===== src/rtl/btn_event_arbiter.sv =====
// btn_event_arbiter: debounces N active-low buttons into short/long press events
// and round-robins them onto a single valid/ready event port.
module btn_event_arbiter #(
  parameter int N_BTN           = 4,
  parameter int DEBOUNCE_CYCLES = 1000000,
  parameter int LONG_CYCLES     = 250000000
) (
  input  logic                     clk,
  input  logic                     rst,
  input  logic [N_BTN-1:0]         btn_n,
  output logic                     evt_valid,
  input  logic                     evt_ready,
  output logic [$clog2(N_BTN)-1:0] evt_btn,
  output logic                     evt_long,
  output logic [N_BTN-1:0]         held,
  output logic                     ovf,
  input  logic                     clr_ovf
);
  localparam int BW = $clog2(N_BTN);
  localparam int CW = $clog2(DEBOUNCE_CYCLES) + 1;
  localparam int HW = $clog2(LONG_CYCLES) + 1;
  localparam logic [2:0] IDLE = 3'd0, DEB_PRESS = 3'd1, PRESSED = 3'd2,
                         LONG_HELD = 3'd3, DEB_REL = 3'd4, DEB_REL_L = 3'd5;
  localparam logic [CW-1:0] DEB_LAST  = CW'(DEBOUNCE_CYCLES - 1);
  localparam logic [HW-1:0] LONG_LAST = HW'(LONG_CYCLES - 1);

  logic [N_BTN-1:0] sync_q, p_q;
  logic [N_BTN-1:0] raise, raise_long, grant, drop, pend_q, pend_d, pend_long_q, pend_long_d;
  logic [BW-1:0]    ptr_q, gnt_idx, cand;
  logic             any_pend, free, take;

  always_ff @(posedge clk or posedge rst)
    if (rst) begin
      sync_q <= '0;
      p_q    <= '0;
    end else begin
      sync_q <= ~btn_n;
      p_q    <= sync_q;
    end

  for (genvar i = 0; i < N_BTN; i++) begin : g_btn
    logic [2:0]    st_q, st_d;
    logic [CW-1:0] cnt_q, cnt_d;
    logic [HW-1:0] hold_q, hold_d;
    logic          p, deb_done, in_deb, rs, rl;
    assign p        = p_q[i];
    assign deb_done = cnt_q == DEB_LAST;
    assign in_deb   = st_q == DEB_PRESS || st_q == DEB_REL || st_q == DEB_REL_L;
    assign held[i]  = st_q != IDLE && st_q != DEB_PRESS;
    assign raise[i] = rs | rl;
    assign raise_long[i] = rl;
    always_comb begin
      st_d   = st_q;
      hold_d = hold_q;
      rs     = 1'b0;
      rl     = 1'b0;
      case (st_q)
        IDLE:      st_d = p ? DEB_PRESS : IDLE;
        DEB_PRESS: st_d = !p ? IDLE : deb_done ? PRESSED : DEB_PRESS;
        PRESSED:
          if (!p) st_d = DEB_REL;
          else if (hold_q == LONG_LAST) begin
            st_d = LONG_HELD;
            rl   = 1'b1;
          end else hold_d = hold_q + HW'(1);
        LONG_HELD: st_d = p ? LONG_HELD : DEB_REL_L;
        DEB_REL: begin
          st_d = p ? PRESSED : deb_done ? IDLE : DEB_REL;
          rs   = !p && deb_done;
        end
        DEB_REL_L: st_d = p ? LONG_HELD : deb_done ? IDLE : DEB_REL_L;
        default:   st_d = IDLE;
      endcase
      if (st_d == IDLE) hold_d = '0;
      cnt_d = (st_d == st_q && in_deb) ? cnt_q + CW'(1) : '0;
    end
    always_ff @(posedge clk or posedge rst)
      if (rst) begin
        st_q   <= IDLE;
        cnt_q  <= '0;
        hold_q <= '0;
      end else begin
        st_q   <= st_d;
        cnt_q  <= cnt_d;
        hold_q <= hold_d;
      end
  end

  // Descending scan so the last hit is the nearest pending button at/after the pointer.
  always_comb begin
    gnt_idx  = '0;
    any_pend = 1'b0;
    cand     = '0;
    for (int k = N_BTN - 1; k >= 0; k--) begin
      cand = BW'((int'(ptr_q) + k) % N_BTN);
      if (pend_q[cand]) begin
        gnt_idx  = cand;
        any_pend = 1'b1;
      end
    end
  end

  assign free  = !evt_valid || evt_ready;
  assign take  = free && any_pend;
  assign grant = take ? (N_BTN'(1) << gnt_idx) : '0;
  assign drop  = raise & pend_q & ~grant;
  assign pend_d      = (pend_q & ~grant) | raise;
  assign pend_long_d = (raise & ~drop & raise_long) | (~(raise & ~drop) & pend_long_q);

  always_ff @(posedge clk or posedge rst)
    if (rst) begin
      pend_q      <= '0;
      pend_long_q <= '0;
      ptr_q       <= '0;
      evt_valid   <= 1'b0;
      evt_btn     <= '0;
      evt_long    <= 1'b0;
      ovf         <= 1'b0;
    end else begin
      pend_q      <= pend_d;
      pend_long_q <= pend_long_d;
      ovf         <= |drop ? 1'b1 : clr_ovf ? 1'b0 : ovf;
      if (take) begin
        evt_valid <= 1'b1;
        evt_btn   <= gnt_idx;
        evt_long  <= pend_long_q[gnt_idx];
        ptr_q     <= (gnt_idx == BW'(N_BTN - 1)) ? '0 : gnt_idx + BW'(1);
      end else if (free) evt_valid <= 1'b0;
    end
endmodule


===== config.mk =====
export PLATFORM = sky130hd
export DESIGN_NAME = btn_event_arbiter
export DESIGN_NICKNAME = d
export VERILOG_FILES = /design/src/rtl/btn_event_arbiter.sv
export SDC_FILE = /design/constraint.sdc
export NUM_CORES = 1
export LEC_CHECK = 0
export CORE_UTILIZATION = 40
export CTS_CLUSTER_SIZE = 8
export DETAILED_ROUTE_END_ITERATION = 10
export PLACE_DENSITY = 0.62
export SETUP_SLACK_MARGIN = 0.05
export SYNTH_ARGS = -nofsm -noshare
export SYNTH_HDL_FRONTEND = slang
export SYNTH_SLANG_ARGS = --single-unit

===== constraint.sdc =====
create_clock -name clk -period 18.6 [get_ports clk]
set_clock_uncertainty 0.15 [all_clocks]
set_input_delay 3.72 -clock clk [delete_from_list [all_inputs] [get_ports clk]]
set_output_delay 3.72 -clock clk [all_outputs]
set_load 0.01 [all_outputs]

-- Yosys cells after proc, flatten, opt, wreduce, memory -nomap -nowiden
Cells that the tools add are included.
- $add $sub $neg: 12
- $lt $le $gt $ge: 5
- equal/unequal tests: 41
- shift operators: 1
- multiplexer cells: 104
- bitwise gates (word level): 16
- reduce and logical (&&, ||, !) cells: 54
- operator list (cell ; number):
    2-to-1 mux 29 bit ; 16
    adder 29 x 1 -> 29 bit (second input constant) ; 4
    equality test 29 x 28 -> 1 bit (second input constant) ; 4
    adder 21 x 1 -> 21 bit (second input constant) ; 4
    equality test 21 x 20 -> 1 bit (second input constant) ; 4
    2-to-1 mux 21 bit ; 4
    2-to-1 mux 3 bit ; 28
    case mux 3 bit (6 select lines) ; 4
    2-to-1 mux 1 bit ; 33
    2-to-1 mux 2 bit ; 13
    bitwise AND 4 bit ; 6
    equality test 3 x 2 -> 1 bit (second input constant) ; 8
    equality test 3 bit (second input constant) ; 8
    logical NOT 3 bit ; 8
    nonzero test 2 bit ; 10
    inverter 4 bit ; 4
    < comparator 2 x 3 -> 1 bit (second input constant) ; 5
    logical AND 1 bit ; 13
    equality test 3 x 1 -> 1 bit (second input constant) ; 4
    equality test 3 bit ; 4
    != test 3 x 1 -> 1 bit (second input constant) ; 4
    AND reduction 3 bit ; 4
    nonzero test 3 bit ; 4
    binary-select mux 1 bit (select 2 bit) ; 5
    other kinds (11) ; 32
- bits in registers: 235
- input bits: 8
- output and inout port bits: 9
- word-level logic and storage cells: 254

-- Depth between registers and ports, before layout
- depth after elaboration: 16
- mapped depth: 11
- gate-level depth less buffers: 10

-- Worst setup path after synthesis
Ideal clock, no wire load.
- kind: input-to-reg
- start point: input evt_ready
- end point: register evt_btn[0]
- library setup time: 0.125 ns
- arrival time: 4.597 ns
- required time: 18.325 ns
- slack: 13.728 ns
- stages on the path: 4
- path buffers: 0
- cells stage by stage: nand2b_1 > inv_1 > nor2_1 > mux2_2
- word-level cells in the longest chain between the ends: 2
- ends and longest elaborated chain (element ; RTL line ; source):
    start: declaration ; 12 ; input logic evt_ready,
    logical OR 1 bit ; 103 ; assign free = !evt_valid || evt_ready;
    logical AND 1 bit ; 104 ; assign take = free && any_pend;
    end signal: assignment ; 125 ; evt_btn <= gnt_idx;
    end: declaration ; 13 ; output logic [$clog2(N_BTN)-1:0] evt_btn,
No other way between the ends.
A chain may end at the register's enable or synchronous reset.

==> results.sh <==
export IMPL_status="completed"
export IMPL_synth_seq_area_share_pct=49.5
export IMPL_drtPass1Iterations=7
export IMPL_critPathMaxFanout=82
export IMPL_num_vias=8650
export IMPL_synth_top_cell_by_area="dfrtp_1"
export IMPL_synth_area_leaders="dfrtp_1 49%, nor2_1 8.2%, xor2_1 7.8%, xnor2_1 6.0%, nand3_1 3.5%"
export IMPL_syn2layout_area_growth_pct=11.7
export IMPL_initial_utilization_pct=41.1
export IMPL_combPwrFrac_pct=5.3
export IMPL_wl_per_cell_um=13.7
export IMPL_antenna_left=0
export IMPL_die_area_um2=30400
export IMPL_crit_chain="clkdlybuf4s50_1, inv_8, buf_4, buf_4"
export IMPL_gp_congestion=0.778
export IMPL_drc_errors=0
export IMPL_yosys_area_top_type_share_pct=49.5
export IMPL_cts_resized=0
export IMPL_timing_fmax_mhz=162
export IMPL_cts_tree="built"
export IMPL_ys_flop_type="dfrtp_1"
export IMPL_holdBufCountCts=0
export IMPL_syn_area_per_cell_um2=9.41
export IMPL_slew_limit_headroom_pct=19.6
export IMPL_htreeDepth=2
export IMPL_start_kind="input pin"
export IMPL_hold_viol=0
export IMPL_final_util_pct=45.8
export IMPL_power_total_mw=1.13
export IMPL_post_route_period_util_pct=33.2
export IMPL_holdCritPathClass="reg -> reg"
export IMPL_track_usage_pct=15.5
export IMPL_clk_latency_ns=0.50
export IMPL_drt_wl_total_mm=22.7
export IMPL_arrival_ns=6.50
export IMPL_finalSetupViolations=0
export IMPL_vias_per_cell=5.21
export IMPL_dpl_instance_area_um2=12400
export IMPL_cts_buffers=35
export IMPL_p_per_area_nw_per_um2=85.4
export IMPL_critical_path_slowest_cell="buf_4"
export IMPL_drive_gt1_share_pct=4.70
export IMPL_io_buffers=16
export IMPL_cts_clk_slew_worst_paths_ns=0.05
export IMPL_dp_hpwl_mm=14.9
export IMPL_final_common_cell="nor2_1"
export IMPL_syn_num_nets=1282
export IMPL_yosysUniqueCellTypes=56
export IMPL_p_clk_share_pct=48.0
export IMPL_drt_iter0_markers=440
export IMPL_netlist_area_um2=11900
export IMPL_crit_top_cell="buf_4"
export IMPL_final_cell_mix="259 x nor2_1, 235 x dfrtp_1, 106 x xor2_1, 99 x nand2_1, 82 x nand3_1"
export IMPL_rows=62
export IMPL_antenna_found_initial=0
export IMPL_postCtsSetupBuffers=0
export IMPL_clk_root_buffer_cell="clkbuf_16"
export IMPL_rsz0062_at_grt="no"
export IMPL_ys_warn_count=0
export IMPL_cp_required_ns=18.92
export IMPL_multi_input_area_um2=5670
export IMPL_tns_ns=0
export IMPL_regArea_um2=5880
export IMPL_insertedDiodeCount=0
export IMPL_maxCapViolations=0
export IMPL_clock_sinks=235
export IMPL_p_sw_mw=0.257
export IMPL_syn_inst=1262
export IMPL_cp_slowest_stage_delay_ns=0.91
export IMPL_grt_max_degree=83
export IMPL_ys_ff_latch=235
export IMPL_p_int_mw=0.876
export IMPL_endpoint_kind="async pin"
export IMPL_gr_total_overflow=0
export IMPL_maxSlewViolCount=0
export IMPL_die_w_um=174
export IMPL_ir_drop_v=0.0000459
export IMPL_period_needed_ns=6.17
export IMPL_crit_type="in -> async"
export IMPL_final_area_um2=13300
export IMPL_async_flop_share_pct=100
export IMPL_pin_count=17
export IMPL_grt_pass1_wl_mm=40.2
export IMPL_nNetsFinal=1293
export IMPL_max_slew_worst_pin_slew_ns=1.20
export IMPL_die_y_um=174
export IMPL_first_global_vias=8495
export IMPL_pwr_share_seq_pct=46.7
export IMPL_fillerInstances=2749
export IMPL_synth_edf_count=0
export IMPL_setup_slack_ns=12.43
export IMPL_post_place_ws_ns=11.72
export IMPL_r2r_slack_ns=15.67
export IMPL_core_um2=28900
export IMPL_p_sw_share_pct=22.7
export IMPL_cts_buffer_depth=3
export IMPL_leakage_nw=5.53
logic make-up after synthesis:
logic type | Yosys count | synth area share [%]
DFF | 235 | 49.5
buffers and inverters | 81 | 2.87
adders and majority gates | 12 | 1.26
AOI/OAI and AO/OA | 59 | 3.19
xor gates and xnor gates | 187 | 13.8
and+or+nand+nor | 677 | 28.4
muxes | 11 | 0.979
cell type report:
class,count,share of cell area [%]
well taps,384,3.62
clock buffers,37,6.66
flip-flops and latches,235,44.3
clock inverters,4,0.236
inverters,36,1.08
multi-input cells,946,42.7
repair buffers,19,1.38
sequential cells by signal (all words and copies together) (netlist names), named ones only:
register	count
evt_btn	2
evt_long	1
evt_valid	1
g_btn.cnt_q	84
g_btn.hold_q	116
g_btn.st_q	12
ovf	1
p_q	4
pend_q	4
ptr_q	2
sync_q	4
final timing paths:
kind	startpoint	cells after the start	end
worst max-delay path	rst	4	g_btn[2].cnt_q[9]
worst min-delay path	sync_q[0]	0	p_q[0]
worst max register to register	g_btn[2].cnt_q[0]	6	g_btn[2].hold_q[20]
worst min register to register	sync_q[0]	0	p_q[0]
max in group clk	g_btn[3].st_q[2]	2	held[3]
min in group asynchronous	rst	2	p_q[0]
cell usage after synthesis, types with 3 or more instances:
master     instances
or2_2              4
nand3b_1           8
mux2i_1            6
xnor2_1           81
a21oi_1           22
o22ai_1            5
or4_1              6
inv_1             36
nor3_1            28
nand4_1           49
nand3_1           82
and3_1            39
o21ai_0            8
nor4b_1            9
xor2_1           106
nor4_1            20
nor4bb_1           5
ha_1              12
nor2b_1            3
nand2_1           99
dfrtp_1          235
nand2b_1           9
and4_1            23
or3_1              6
mux2_2             5
clkbuf_1          33
nor2_1           259
buf_2              6
nor3b_1            6
a211oi_1           3
nand4bb_1          3
and2_1             9
power groups by stage:
| stage | clock [mW] | sequential (mW) | combinational, mW |
|---|---|---|---|
| 3_3_place_gp | 0 | 0.537 | 0.0614 |
| 5_1_grt | 0.582 | 0.530 | 0.0693 |
| 6_report | 0.544 | 0.530 | 0.0600 |
| 2_1_floorplan | 0 | 0.537 | 0.0401 |
| 4_1_cts | 0.561 | 0.529 | 0.0617 |
| 3_5_place_dp | 0 | 0.538 | 0.0616 |
through the flow:
| stage | cells | hold WS, ns |
|---|---|---|
| after floorplan | 1262 | 0.181 |
| after global placement | 1620 | 0.186 |
| after detailed placement | 1620 | 0.188 |
| after CTS | 1661 | 0.199 |
| after global routing | 1661 | 0.208 |
| final | 1661 | 0.196 |
critical path, delay by kind of cell:
kind / cells / cell delay [ns]
buffers and inverters: 4 / 2.69
routing by layer:
metal	vias up	global-route usage, %	routed length, um
li1	4312	-	-
met1	4189	21.9	11300
met2	110	24.3	10300
met3	39	2.69	741
met4	0	4.97	428
met5	-	0	0
No activity file was read; power rests on OpenSTA's default activity.
==> variant, RTL diff (config.mk and constraints unchanged) <==
Change the parameter `N_BTN` from 4 to 8.
--- a/src/rtl/btn_event_arbiter.sv
+++ b/src/rtl/btn_event_arbiter.sv
@@ -2,5 +2,5 @@
 // and round-robins them onto a single valid/ready event port.
 module btn_event_arbiter #(
-  parameter int N_BTN           = 4,
+  parameter int N_BTN           = 8,
   parameter int DEBOUNCE_CYCLES = 1000000,
   parameter int LONG_CYCLES     = 250000000
Interface: changed (resized btn_n, evt_btn and held); port bits go from 17 to 26. No check against the original RTL was run, so the function may have changed too.
==> variant against the unedited design <==
- sequential share of layout area decreased by 1.3 points
- register-to-register slack lost 1.7 ns
- total power up 91%
- highest routed layer is now met5
- via count is 110% higher
- sequential cell count grew 230
- die area grew 100%
- synthesized area grew 100%
- final area grew 100%
- setup slack improved by 0.14 ns
- synthesized cell count grew 110%
- utilization down 0.39 points
- routed wire length is 120% higher
==> variant: results (changes against the unedited design) <==
stage	metric	value	unit	change
worst_setup_path	reg2reg_slack	14.01	ns	-1.66 ns
worst_setup_path	crit_end	g_btn[4].st_q[1]		
logic_synthesis	synthFlopType	dfrtp_1		
placement	dpl.cell_count	3317		+100%
logic_synthesis	synth_xor_area_share	12.5	%	-1.3 points
logic_synthesis	yosysSeqAreaShare	47.9	%	-1.6 points
layout	fillers	5616		+100%
timing	tightest_slew	1.08	ns	-0.118 ns
status	outcome	finished clean		
global_route	grt_max_degree	135		+63%
pwr	irDropWorstVdd	0.0528	mV	+15%
global_route	grt_use_total	16.9	%	+1.3 points
clock_tree	path_clk_slew	0.05	ns	about the same
logic_synthesis	synthArstFlopShare	100	%	unchanged
clock_tree	cts-root-buf	clkbuf_16		
worst_setup_path	path_max_fanout	134		+63%
global_route	antenna_found_initial	1		+1
worst_setup_path	reg2regPathDepth	15		+9
layout	drive_gt1_share	5.88	%	+1.2 points
logic_synthesis	syn_nets	2629		+110%
logic_synthesis	synth_mux_area_share	3.07	%	+2.1 points
drt	viasPerCell	5.38		+3.3%
min_path	hp-start	sync_q[4]		
logic_synthesis	synth_compound_area_share	6.02	%	+2.8 points
drt	drt-initial-drc-count	1046		+140%
drt	route.vias.total	18247		+110%
pwr	p_leak	0.0112	uW	+100%
placement	gp_congestion	0.829		+6.5%
logic_synthesis	synth_adder_area_share	0.979	%	-0.28 points
layout	top_regs	g_btn.hold_q (232), g_btn.cnt_q (168), g_btn.st_q (24)		
global_route	grt_pass1_wl	86.8	mm	+120%
placement	buffer_ports.inserted	25		+9
placement	dp_hpwl	33.6	mm	+130%
clock_tree	cts_buffers	68		+94%
timing	fin_crit_sh	32.4	%	-0.74 points
logic_synthesis	synth.area.top_cells	dfrtp_1 (48%), xor2_1 (8.0%), nor2_1 (7.4%)		
drt	firstDrtPassIters	5		-2
clock_tree	post_cts_resized	0		unchanged
placement	place_ws	11.75	ns	+0.0333 ns
logic_synthesis	ys_types	81		+45%
logic_synthesis	synth.avg_cell_area	9.34	um^2	-0.77%
worst_setup_path	timing.rr.start	ptr_q[0]		
logic_synthesis	ys_top_cells_by_count	nor2_1 (480), dfrtp_1 (465), nand2_1 (232)		
clock_tree	clock_latency	0.59	ns	+0.09 ns
clock_tree	cts_max_level	3		+1
min_path	worstHoldPathType	flip-flop to flip-flop		
drt	wire_per_inst	14.9	um	+8.9%
variant: cell count changes in the layout (fill, tap and decap cells not counted), sizes merged, moves of 38 or more:
cell / before / now
dfrtp: 235 / 465
nor2: 259 / 480
nand2: 100 / 233
xor2: 106 / 221
o21ai: 8 / 67
nand3: 82 / 139
a21oi: 22 / 78
nand4: 49 / 98
xnor2: 81 / 124
or3: 7 / 48
and3: 39 / 77
variant: through the flow:
step	total power, uW	area, um^2	hold WS (ns)
finish	2170	27000	0.195
global route	2250	27000	0.205
CTS	2210	27000	0.200
detailed placement	1090	25200	0.186
global placement	1090	25200	0.186
floorplan	1080	24300	0.181
variant: cells by family (layout without fill, tap and decap cells):
| logic type | count (synthesis) | count (layout) |
|---|---|---|
| AOI/OAI and AO/OA | 233 | 233 |
| buffers and inverters | 150 | 172 |
| and+or+nand+nor | 1334 | 1334 |
| DFF | 465 | 465 |
| adders and majority gates | 19 | 19 |
| xor gates and xnor gates | 345 | 345 |
| muxes | 52 | 52 |
variant: where the power goes:
| part | switching (uW) | internal, uW |
|---|---|---|
| Combinational | 41.0 | 9.08 |
| Sequential | 6.17 | 1020 |
| Clock | 424 | 671 |
variant: final cells by class:
class	count	area [um^2]	area share [%]
clock buffers	74	1800	6.65
repair buffers	37	340	1.26
flip-flops and latches	465	11600	43.0
well taps	773	967	3.58
multi-input cells	1983	12000	44.6
inverters	59	229	0.847
clock inverters	2	13.8	0.0509
variant: routing by layer:
metal  global-route usage, %  part of all wire (%)  wire (um)
met1                    22.7                    47      24000
met2                    27.1                    46      23100
met3                    3.49                   4.4       2250
met4                    5.65                   2.5       1250
met5                       0                 0.028         14
variant: worst max-delay path, cell delays in order:
cell	delay [ns]
clkdlybuf4s50_1	0.49
inv_8	0.66
buf_4	0.78
buf_4	0.74
